**src/rtl/projectile_pkg.sv**
```systemverilog
// Shared types and constants for the projectile engine and its trig ROM.
package projectile_pkg;

    typedef enum logic [2:0] {
        S_IDLE,
        S_RD_SIN,
        S_RD_COS,
        S_CALC,
        S_FLY,
        S_DONE
    } state_e;

    localparam logic [1:0] RES_NONE    = 2'b00;
    localparam logic [1:0] RES_HIT     = 2'b01;
    localparam logic [1:0] RES_OUT     = 2'b10;
    localparam logic [1:0] RES_TIMEOUT = 2'b11;

    // One ROM entry per angle code; the cosine is read from the mirrored address.
    function automatic int rom_depth(input int angle_w);
        return 1 << angle_w;
    endfunction

    localparam int ROM_DEPTH = rom_depth(8);

endpackage

```
**src/rtl/projectile_engine_if.sv**
```systemverilog
// Launch/tick/collide inputs and position/status outputs of the projectile engine.
interface projectile_engine_if #(
    parameter int POS_W   = 18,
    parameter int ANGLE_W = 8,
    parameter int POWER_W = 8,
    parameter int WIND_W  = 8
);
    logic               tick;
    logic               launch;
    logic [POS_W-1:0]   start_pos_x;
    logic [POS_W-1:0]   start_pos_y;
    logic               direction;
    logic [ANGLE_W-1:0] angle;
    logic [POWER_W-1:0] power;
    logic [WIND_W-1:0]  wind;
    logic               collide;
    logic               ready;
    logic               flying;
    logic [POS_W-1:0]   pos_x;
    logic [POS_W-1:0]   pos_y;
    logic               done;
    logic [1:0]         result;

    modport master (
        output tick, launch, start_pos_x, start_pos_y, direction, angle, power, wind, collide,
        input  ready, flying, pos_x, pos_y, done, result
    );

    modport slave (
        input  tick, launch, start_pos_x, start_pos_y, direction, angle, power, wind, collide,
        output ready, flying, pos_x, pos_y, done, result
    );
endinterface

```
**src/rtl/trig_rom.sv**
```systemverilog
// Quarter-wave sine ROM: entry a = round((2^TRIG_W-1) * sin(a * 90deg / (2^ANGLE_W-1))), 1-cycle read.
module trig_rom
    import projectile_pkg::*;
#(
    parameter int ANGLE_W = 8,
    parameter int TRIG_W  = 8
) (
    input  logic               clk,
    input  logic               rst_n,
    input  logic [ANGLE_W-1:0] addr,
    output logic [TRIG_W-1:0]  data_q
);
    localparam int DEPTH = rom_depth(ANGLE_W);

    function automatic logic [TRIG_W-1:0] rom_entry(input int a);
        real rad;
        rad = real'(a) * 3.141592653589793 / (2.0 * real'(DEPTH - 1));
        return TRIG_W'($rtoi(real'((1 << TRIG_W) - 1) * $sin(rad) + 0.5));
    endfunction

    logic [TRIG_W-1:0] lut [DEPTH];
    logic [TRIG_W-1:0] data_d;

    for (genvar a = 0; a < DEPTH; a++) begin : g_lut
        assign lut[a] = rom_entry(a);
    end

    always_comb data_d = lut[addr];

    always_ff @(posedge clk or negedge rst_n) begin
        if (!rst_n) data_q <= '0;
        else        data_q <= data_d;
    end
endmodule

```
**src/rtl/projectile_engine.sv**
```systemverilog
// Projectile flight engine: trig lookup at launch, then per-tick position integration
// with gravity, wind, collision, board-exit clamping and flight timeout.
module projectile_engine
    import projectile_pkg::*;
#(
    parameter int POS_W     = 18,
    parameter int ANGLE_W   = 8,
    parameter int POWER_W   = 8,
    parameter int TRIG_W    = 8,
    parameter int VEL_W     = 20,
    parameter int WIND_W    = 8,
    parameter int BOARD_X   = 200000,
    parameter int BOARD_Y   = 150000,
    parameter int GRAVITY   = 256,
    parameter int MAX_TICKS = 4095
) (
    input  logic                clock_50m,
    input  logic                rst_n,
    projectile_engine_if.slave  bus
);
    localparam int PROD_W = POWER_W + TRIG_W;
    // Wide enough that position + saturated velocity can never wrap.
    localparam int SUM_W  = ((POS_W > VEL_W) ? POS_W : VEL_W) + 2;
    localparam int CNT_W  = $clog2(MAX_TICKS + 1);
    localparam logic signed [VEL_W-1:0] VEL_MAX = {1'b0, {(VEL_W-1){1'b1}}};
    localparam logic signed [VEL_W-1:0] VEL_MIN = {1'b1, {(VEL_W-1){1'b0}}};
    localparam logic signed [SUM_W-1:0] LIM_X   = SUM_W'(BOARD_X);
    localparam logic signed [SUM_W-1:0] LIM_Y   = SUM_W'(BOARD_Y);

    state_e                     state_q, state_d;
    logic [POS_W-1:0]           sx_q, sx_d, sy_q, sy_d, pos_x_q, pos_x_d, pos_y_q, pos_y_d;
    logic                       dir_q, dir_d;
    logic [ANGLE_W-1:0]         angle_q, angle_d, rom_addr;
    logic [POWER_W-1:0]         power_q, power_d;
    logic [TRIG_W-1:0]          sin_q, sin_d, rom_data;
    logic signed [VEL_W-1:0]    vx_q, vx_d, vy_q, vy_d, mag_x, mag_y, wind_ext;
    logic [CNT_W-1:0]           cnt_q, cnt_d, cnt_inc;
    logic [1:0]                 result_q, result_d;
    logic                       ready_q, ready_d, flying_q, flying_d, done_q, done_d;
    logic signed [SUM_W-1:0]    nx, ny;
    logic                       x_out, y_out;

    function automatic logic signed [VEL_W-1:0] sat_add(input logic signed [VEL_W-1:0] a,
                                                        input logic signed [VEL_W-1:0] b);
        logic [VEL_W:0] s;
        s = {a[VEL_W-1], a} + {b[VEL_W-1], b};
        if (s[VEL_W] != s[VEL_W-1]) return s[VEL_W] ? VEL_MIN : VEL_MAX;
        return s[VEL_W-1:0];
    endfunction

    function automatic logic [POS_W-1:0] clamp(input logic signed [SUM_W-1:0] v,
                                               input logic signed [SUM_W-1:0] lim);
        if (v[SUM_W-1]) return '0;
        if (v > lim)    return lim[POS_W-1:0];
        return v[POS_W-1:0];
    endfunction

    trig_rom #(.ANGLE_W(ANGLE_W), .TRIG_W(TRIG_W)) u_rom (
        .clk    (clock_50m),
        .rst_n  (rst_n),
        .addr   (rom_addr),
        .data_q (rom_data)
    );

    // Products are unsigned magnitudes; direction/up sign is applied in CALC.
    assign mag_x    = VEL_W'(PROD_W'(power_q) * PROD_W'(rom_data));
    assign mag_y    = VEL_W'(PROD_W'(power_q) * PROD_W'(sin_q));
    assign wind_ext = VEL_W'(signed'(bus.wind));
    assign nx       = SUM_W'(signed'({1'b0, pos_x_q})) + SUM_W'(vx_q);
    assign ny       = SUM_W'(signed'({1'b0, pos_y_q})) + SUM_W'(vy_q);
    assign x_out    = nx[SUM_W-1] || (nx > LIM_X);
    assign y_out    = ny[SUM_W-1] || (ny > LIM_Y);
    assign cnt_inc  = cnt_q + CNT_W'(1);

    always_comb begin
        state_d  = state_q;
        sx_d     = sx_q;
        sy_d     = sy_q;
        dir_d    = dir_q;
        angle_d  = angle_q;
        power_d  = power_q;
        sin_d    = sin_q;
        vx_d     = vx_q;
        vy_d     = vy_q;
        cnt_d    = cnt_q;
        pos_x_d  = pos_x_q;
        pos_y_d  = pos_y_q;
        result_d = result_q;
        rom_addr = angle_q;
        case (state_q)
            S_IDLE: if (bus.launch) begin
                sx_d    = bus.start_pos_x;
                sy_d    = bus.start_pos_y;
                dir_d   = bus.direction;
                angle_d = bus.angle;
                power_d = bus.power;
                state_d = S_RD_SIN;
            end
            S_RD_SIN: state_d = S_RD_COS;
            S_RD_COS: begin
                sin_d    = rom_data;
                rom_addr = ~angle_q;
                state_d  = S_CALC;
            end
            S_CALC: begin
                vx_d     = dir_q ? mag_x : -mag_x;
                vy_d     = -mag_y;
                pos_x_d  = sx_q;
                pos_y_d  = sy_q;
                cnt_d    = '0;
                result_d = RES_NONE;
                state_d  = S_FLY;
            end
            S_FLY: if (bus.tick) begin
                if (bus.collide) begin
                    result_d = RES_HIT;
                    state_d  = S_DONE;
                end else if (x_out || y_out) begin
                    pos_x_d  = clamp(nx, LIM_X);
                    pos_y_d  = clamp(ny, LIM_Y);
                    result_d = RES_OUT;
                    state_d  = S_DONE;
                end else begin
                    pos_x_d = nx[POS_W-1:0];
                    pos_y_d = ny[POS_W-1:0];
                    vx_d    = sat_add(vx_q, wind_ext);
                    vy_d    = sat_add(vy_q, VEL_W'(GRAVITY));
                    cnt_d   = cnt_inc;
                    if (cnt_inc == CNT_W'(MAX_TICKS)) begin
                        result_d = RES_TIMEOUT;
                        state_d  = S_DONE;
                    end
                end
            end
            S_DONE:  state_d = S_IDLE;
            default: state_d = S_IDLE;
        endcase
        ready_d  = (state_d == S_IDLE);
        flying_d = (state_d == S_FLY);
        done_d   = (state_d == S_DONE);
    end

    always_ff @(posedge clock_50m or negedge rst_n) begin
        if (!rst_n) begin
            state_q  <= S_IDLE;
            sx_q     <= '0;
            sy_q     <= '0;
            dir_q    <= 1'b0;
            angle_q  <= '0;
            power_q  <= '0;
            sin_q    <= '0;
            vx_q     <= '0;
            vy_q     <= '0;
            cnt_q    <= '0;
            pos_x_q  <= '0;
            pos_y_q  <= '0;
            result_q <= RES_NONE;
            ready_q  <= 1'b1;
            flying_q <= 1'b0;
            done_q   <= 1'b0;
        end else begin
            state_q  <= state_d;
            sx_q     <= sx_d;
            sy_q     <= sy_d;
            dir_q    <= dir_d;
            angle_q  <= angle_d;
            power_q  <= power_d;
            sin_q    <= sin_d;
            vx_q     <= vx_d;
            vy_q     <= vy_d;
            cnt_q    <= cnt_d;
            pos_x_q  <= pos_x_d;
            pos_y_q  <= pos_y_d;
            result_q <= result_d;
            ready_q  <= ready_d;
            flying_q <= flying_d;
            done_q   <= done_d;
        end
    end

    assign bus.ready  = ready_q;
    assign bus.flying = flying_q;
    assign bus.done   = done_q;
    assign bus.pos_x  = pos_x_q;
    assign bus.pos_y  = pos_y_q;
    assign bus.result = result_q;
endmodule
```
**src/flat_wrapper.sv**
```systemverilog
// flat-port wrapper written by rule: the top's interface ports become plain ports
module projectile_engine_flat import projectile_pkg::*;
#(
    parameter int POS_W     = 18,
    parameter int ANGLE_W   = 8,
    parameter int POWER_W   = 8,
    parameter int TRIG_W    = 8,
    parameter int VEL_W     = 20,
    parameter int WIND_W    = 8,
    parameter int BOARD_X   = 200000,
    parameter int BOARD_Y   = 150000,
    parameter int GRAVITY   = 256,
    parameter int MAX_TICKS = 4095
)
  (clock_50m, rst_n, bus_tick, bus_launch, bus_start_pos_x, bus_start_pos_y, bus_direction, bus_angle, bus_power, bus_wind, bus_collide, bus_ready, bus_flying, bus_pos_x, bus_pos_y, bus_done, bus_result);
  projectile_engine_if #(.POS_W(POS_W), .ANGLE_W(ANGLE_W), .POWER_W(POWER_W), .WIND_W(WIND_W)) bus_i ();
  input  logic clock_50m;
  input  logic rst_n;
  input wire logic [$bits(bus_i.tick)-1:0] bus_tick;
  input wire logic [$bits(bus_i.launch)-1:0] bus_launch;
  input wire logic [$bits(bus_i.start_pos_x)-1:0] bus_start_pos_x;
  input wire logic [$bits(bus_i.start_pos_y)-1:0] bus_start_pos_y;
  input wire logic [$bits(bus_i.direction)-1:0] bus_direction;
  input wire logic [$bits(bus_i.angle)-1:0] bus_angle;
  input wire logic [$bits(bus_i.power)-1:0] bus_power;
  input wire logic [$bits(bus_i.wind)-1:0] bus_wind;
  input wire logic [$bits(bus_i.collide)-1:0] bus_collide;
  output wire logic [$bits(bus_i.ready)-1:0] bus_ready;
  output wire logic [$bits(bus_i.flying)-1:0] bus_flying;
  output wire logic [$bits(bus_i.pos_x)-1:0] bus_pos_x;
  output wire logic [$bits(bus_i.pos_y)-1:0] bus_pos_y;
  output wire logic [$bits(bus_i.done)-1:0] bus_done;
  output wire logic [$bits(bus_i.result)-1:0] bus_result;
  assign bus_i.tick = bus_tick;
  assign bus_i.launch = bus_launch;
  assign bus_i.start_pos_x = bus_start_pos_x;
  assign bus_i.start_pos_y = bus_start_pos_y;
  assign bus_i.direction = bus_direction;
  assign bus_i.angle = bus_angle;
  assign bus_i.power = bus_power;
  assign bus_i.wind = bus_wind;
  assign bus_i.collide = bus_collide;
  assign bus_ready = bus_i.ready;
  assign bus_flying = bus_i.flying;
  assign bus_pos_x = bus_i.pos_x;
  assign bus_pos_y = bus_i.pos_y;
  assign bus_done = bus_i.done;
  assign bus_result = bus_i.result;
  projectile_engine #(.POS_W(POS_W), .ANGLE_W(ANGLE_W), .POWER_W(POWER_W), .TRIG_W(TRIG_W), .VEL_W(VEL_W), .WIND_W(WIND_W), .BOARD_X(BOARD_X), .BOARD_Y(BOARD_Y), .GRAVITY(GRAVITY), .MAX_TICKS(MAX_TICKS)) u_core (.clock_50m(clock_50m), .rst_n(rst_n), .bus(bus_i));
endmodule
```
**config.mk**
```make
export PLATFORM = sky130hd
export DESIGN_NAME = projectile_engine_flat
export DESIGN_NICKNAME = d
export VERILOG_FILES = /design/src/rtl/projectile_pkg.sv /design/src/rtl/projectile_engine_if.sv /design/src/rtl/trig_rom.sv /design/src/rtl/projectile_engine.sv /design/src/flat_wrapper.sv
export SDC_FILE = /design/constraint.sdc
export NUM_CORES = 1
export LEC_CHECK = 0
export ABC_AREA = 0
export CAP_MARGIN = 25
export CORE_MARGIN = 5
export CORE_UTILIZATION = 35
export CTS_BUF_LIST = sky130_fd_sc_hd__clkbuf_4 sky130_fd_sc_hd__clkbuf_8 sky130_fd_sc_hd__clkbuf_16
export CTS_CLUSTER_SIZE = 40
export DETAILED_ROUTE_END_ITERATION = 8
export GPL_ROUTABILITY_DRIVEN = 0
export GPL_TIMING_DRIVEN = 0
export PLACE_DENSITY_LB_ADDON = 0.12
export SLEW_MARGIN = 15
export SYNTH_ARGS = -nofsm -noshare
export SYNTH_HDL_FRONTEND = slang
export SYNTH_SLANG_ARGS = --single-unit
```
**constraint.sdc**
```tcl
create_clock -name clock_50m -period 5.9 [get_ports clock_50m]
set_clock_uncertainty 0.15 [all_clocks]
set_input_delay 0.59 -clock clock_50m [delete_from_list [all_inputs] [get_ports clock_50m]]
set_output_delay 0.59 -clock clock_50m [all_outputs]
set_load 0.01 [all_outputs]
```
==> out/summary.md <==
## Outcome
* **outcome** completed

## Die
* **full die area** 0.0535 mm^2
* **die extent in x** 231 um
* **Std-Cell Rows** 81
* **initial core utilization** 35.2%
* **number of primary I/O pins** 107
* **core region area** 0.0486 mm^2
* **die height** 231 um

## STA
* **Worst-Margin Slew** 1010 ps
* **maximum clock rate** 177 MHz
* **post-route minimum period** 5640 ps
* **final hold violations** 0
* **setup total negative slack** 0 ps
* **fin crit share** 95.5%
* **final slew viol count** 0
* **unrepaired setup endpoints after global routing** true
* **setup violation total in the final timing report** 0
* **Slew Limit Headroom** 32.3%

## Critical path
* **number of cell instances on the worst register-to-register path** 21
* **crit-path max cell delay** 540 ps
* **cell type with the highest occurrence count on the critical path** fa_1
* **type of element capturing the critical path** flip-flop
* **CP Data Arrival Time** 5850 ps
* **required time worst endpoint** 6120 ps
* **worst setup path class** reg -> reg
* **critical path, cell by cell** buf_6 -> nand2_1 -> fa_1 -> inv_1 -> fa_1 -> inv_1 -> fa_1 -> inv_1 -> fa_1 -> ha_1 -> o21ai_0 -> nand2b_1 -> and3_1 -> a21o_1 -> a21o_1 -> a21oi_2 -> xor2_2 -> a41o_1 -> o21ai_0 -> a211oi_2 -> a21oi_1
* **CP Max Fanout** 10
* **crit path launch type** flip-flop
* **CP max stage cell** fa_1

## Yosys
* **main flop type after synthesis** dfrtp_1
* **Synth warnings** 0
* **syn avg cell area** 8.39 um^2
* **register bit total from synthesis** 165
* **part of the Yosys area used for sequential elements** 24.1%
* **Syn Std Cell Area** 0.0171 mm^2
* **share of flip-flops with an asynchronous set or reset** 100%
* **Synth cell types** 96
* **number of synthesized flops with an enable pin** 0
* **post-synth net total** 2340
* **number of instances in the synthesized netlist** 2042

## Global route
* **global route total overflow** 0
* **aggregate global-route resource usage** 21.2%
* **initial antenna violation count** 1
* **global-route wire length before repair** 89400 um
* **number of global-route vias before repair** 15700
* **pin count of the biggest net entering global routing** 89

## Finish
* **commonest cells after routing, fill and taps aside** nand2_1 (243), inv_1 (161), a21oi_1 (157)
* **Non-Filler Instances** 2809
* **count of fill cells added during filler insertion** 4983
* **Layout Area Growth over Synthesis** 15.1%
* **final antenna diode count** 0
* **layout cell share with drive strength beyond 1** 7.91%
* **most frequent standard cell in the layout excluding fill and tap cells** nand2_1
* **number of nets in the layout** 2473

## Placement
* **number of input and output port buffers inserted** 106
* **number of placed cells counting well taps** 2773
* **sum of net half-perimeters after detailed placement** 43600 um

## Clock network
* **TritonCTS clock tree** built
* **Root Driver** clkbuf_16
* **Clock Tree Buf Depth** 2
* **H-Tree Level Count** 4
* **worst-skew pair later-pin latency** 490 ps
* **Clock Sink Count** 165
* **number of clock buffers inserted by TritonCTS** 17
* **Clk pin slew, worst setup/hold paths** 70 ps

## Flow run
* **number of violations of the max-capacitance limit** 0

## Drt
* **highest metal layer used by the detailed router** met4
* **WL per Instance** 20.2 um
* **number of design-rule violations left by the first detailed-router iteration** 1344
* **wl on met1** 25300 um
* **total detailed-routing wirelength** 56900 um
* **Met3 Routed Length** 3030 um
* **remaining number of nets flagged by the antenna check after routing** 0
* **DRC** 0
* **vias per std cell** 5.63
* **total met2 wirelength after detailed routing** 26600 um
* **Vias** 15800
* **detailed-routing iteration count for the pre-antenna-repair pass** 6

## Worst hold path
* **hold path cells** 1
* **HP Class** reg -> reg

## stage by stage
| step | util [%] | setup slack, ps | area [um^2] | hold WS (ps) |
|---|---|---|---|---|
| after floorplan | - | 630 | 17100 | 144 |
| after global placement | 39.0 | -3370 | 19000 | 321 |
| after detailed placement | 39.1 | -522 | 19000 | 327 |
| after CTS | 40.4 | 23.9 | 19600 | 341 |
| after global routing | 40.5 | -19.4 | 19700 | 361 |
| final | 40.5 | 264 | 19700 | 345 |
## registers in the layout, summed over array words and instances, names as in the netlist
| signal | count |
|---|---|
| u_core.angle_q | 8 |
| u_core.bus.done | 1 |
| u_core.bus.flying | 1 |
| u_core.bus.pos_x | 18 |
| u_core.bus.pos_y | 18 |
| u_core.bus.ready | 1 |
| u_core.bus.result | 2 |
| u_core.cnt_q | 12 |
| u_core.dir_q | 1 |
| u_core.power_q | 8 |
| u_core.sin_q | 8 |
| u_core.state_q | 3 |
| u_core.sx_q | 18 |
| u_core.sy_q | 18 |
| u_core.u_rom.data_q | 8 |
| u_core.vx_q | 20 |
| u_core.vy_q | 20 |
## Yosys cell counts, drive strengths merged, types with 27 or more instances
master | number | area share (%)
nor3 | 32 | 0.96
buf | 28 | 0.85
and2 | 69 | 2.5
o21ai | 126 | 3.8
clkbuf | 84 | 1.8
xor2 | 31 | 1.6
dfrtp | 164 | 24
a31oi | 30 | 1.1
and3 | 28 | 1.0
nor2 | 133 | 3.0
xnor2 | 71 | 3.7
a211oi | 27 | 1.3
inv | 162 | 3.5
ha | 154 | 11
nand3 | 43 | 1.3
nand2 | 243 | 5.3
a21oi | 162 | 4.8
fa | 78 | 9.1
mux2 | 54 | 3.5
## repair_timing
| item | in CTS | in global routing |
|---|---|---|
| pin swaps | 0 | 3 |
| hold buffers | 1 | 0 |
| buffers inserted | 0 | 9 |
| setup endpoints to repair | 13 | 11 |
| resized for setup | 19 | 23 |
| hold endpoints to repair | 76 | 0 |
## cells by family after synthesis
family,after synthesis,synth area share [%]
and+or+nand+nor,636,17.7
AOI/OAI and AO/OA,572,22.3
buffers and inverters,275,6.26
adders and majority gates,232,20.4
DFF,165,24.1
xor gates and xnor gates,102,5.30
muxes,60,3.97
## worst max-delay path: cells and delay by family (launching register included)
family	cells	cell delay [ps]
AO/OA/AOI/OAI	8	1490
adder cells (fa/ha/maj)	5	2430
XOR/XNOR	1	270
flip-flops	1	450
AND/OR/NAND/NOR	3	380
buffers and inverters	4	350
## worst paths after layout
check                                   from                end  slack [ps]
setup / recovery           u_core.power_q[1]    u_core.vx_q[18]         260
hold / removal               u_core.cnt_q[9]    u_core.cnt_q[9]         340
setup reg to reg           u_core.power_q[1]    u_core.vx_q[18]         260
hold reg to reg              u_core.cnt_q[9]    u_core.cnt_q[9]         340
max in group asynchronous              rst_n  u_core.power_q[1]        4170
min in group asynchronous              rst_n    u_core.sy_q[13]         520
## area by class of cell
class | count | area, um^2 | share of cell area [%]
Clock buffer | 19 | 440 | 2.23
Sequential cell | 165 | 4140 | 21.0
Timing Repair Buffer | 119 | 1190 | 6.03
Buffer | 107 | 484 | 2.45
Multi-Input combinational cell | 1602 | 12000 | 60.6
Tap cell | 622 | 778 | 3.95
Clock inverter | 12 | 120 | 0.609
Inverter | 163 | 612 | 3.10
## per-layer routing
| layer | vias up | GRT usage, % |
|---|---|---|
| li1 | 7491 | - |
| met1 | 7675 | 28.3 |
| met2 | 547 | 34.6 |
| met3 | 114 | 3.26 |
| met4 | 0 | 8.43 |
| met5 | - | 0.0919 |
Power is left out: the tool's default activity adds up to more than one toggle a clock period on the data nets, which glitch-free logic cannot reach.
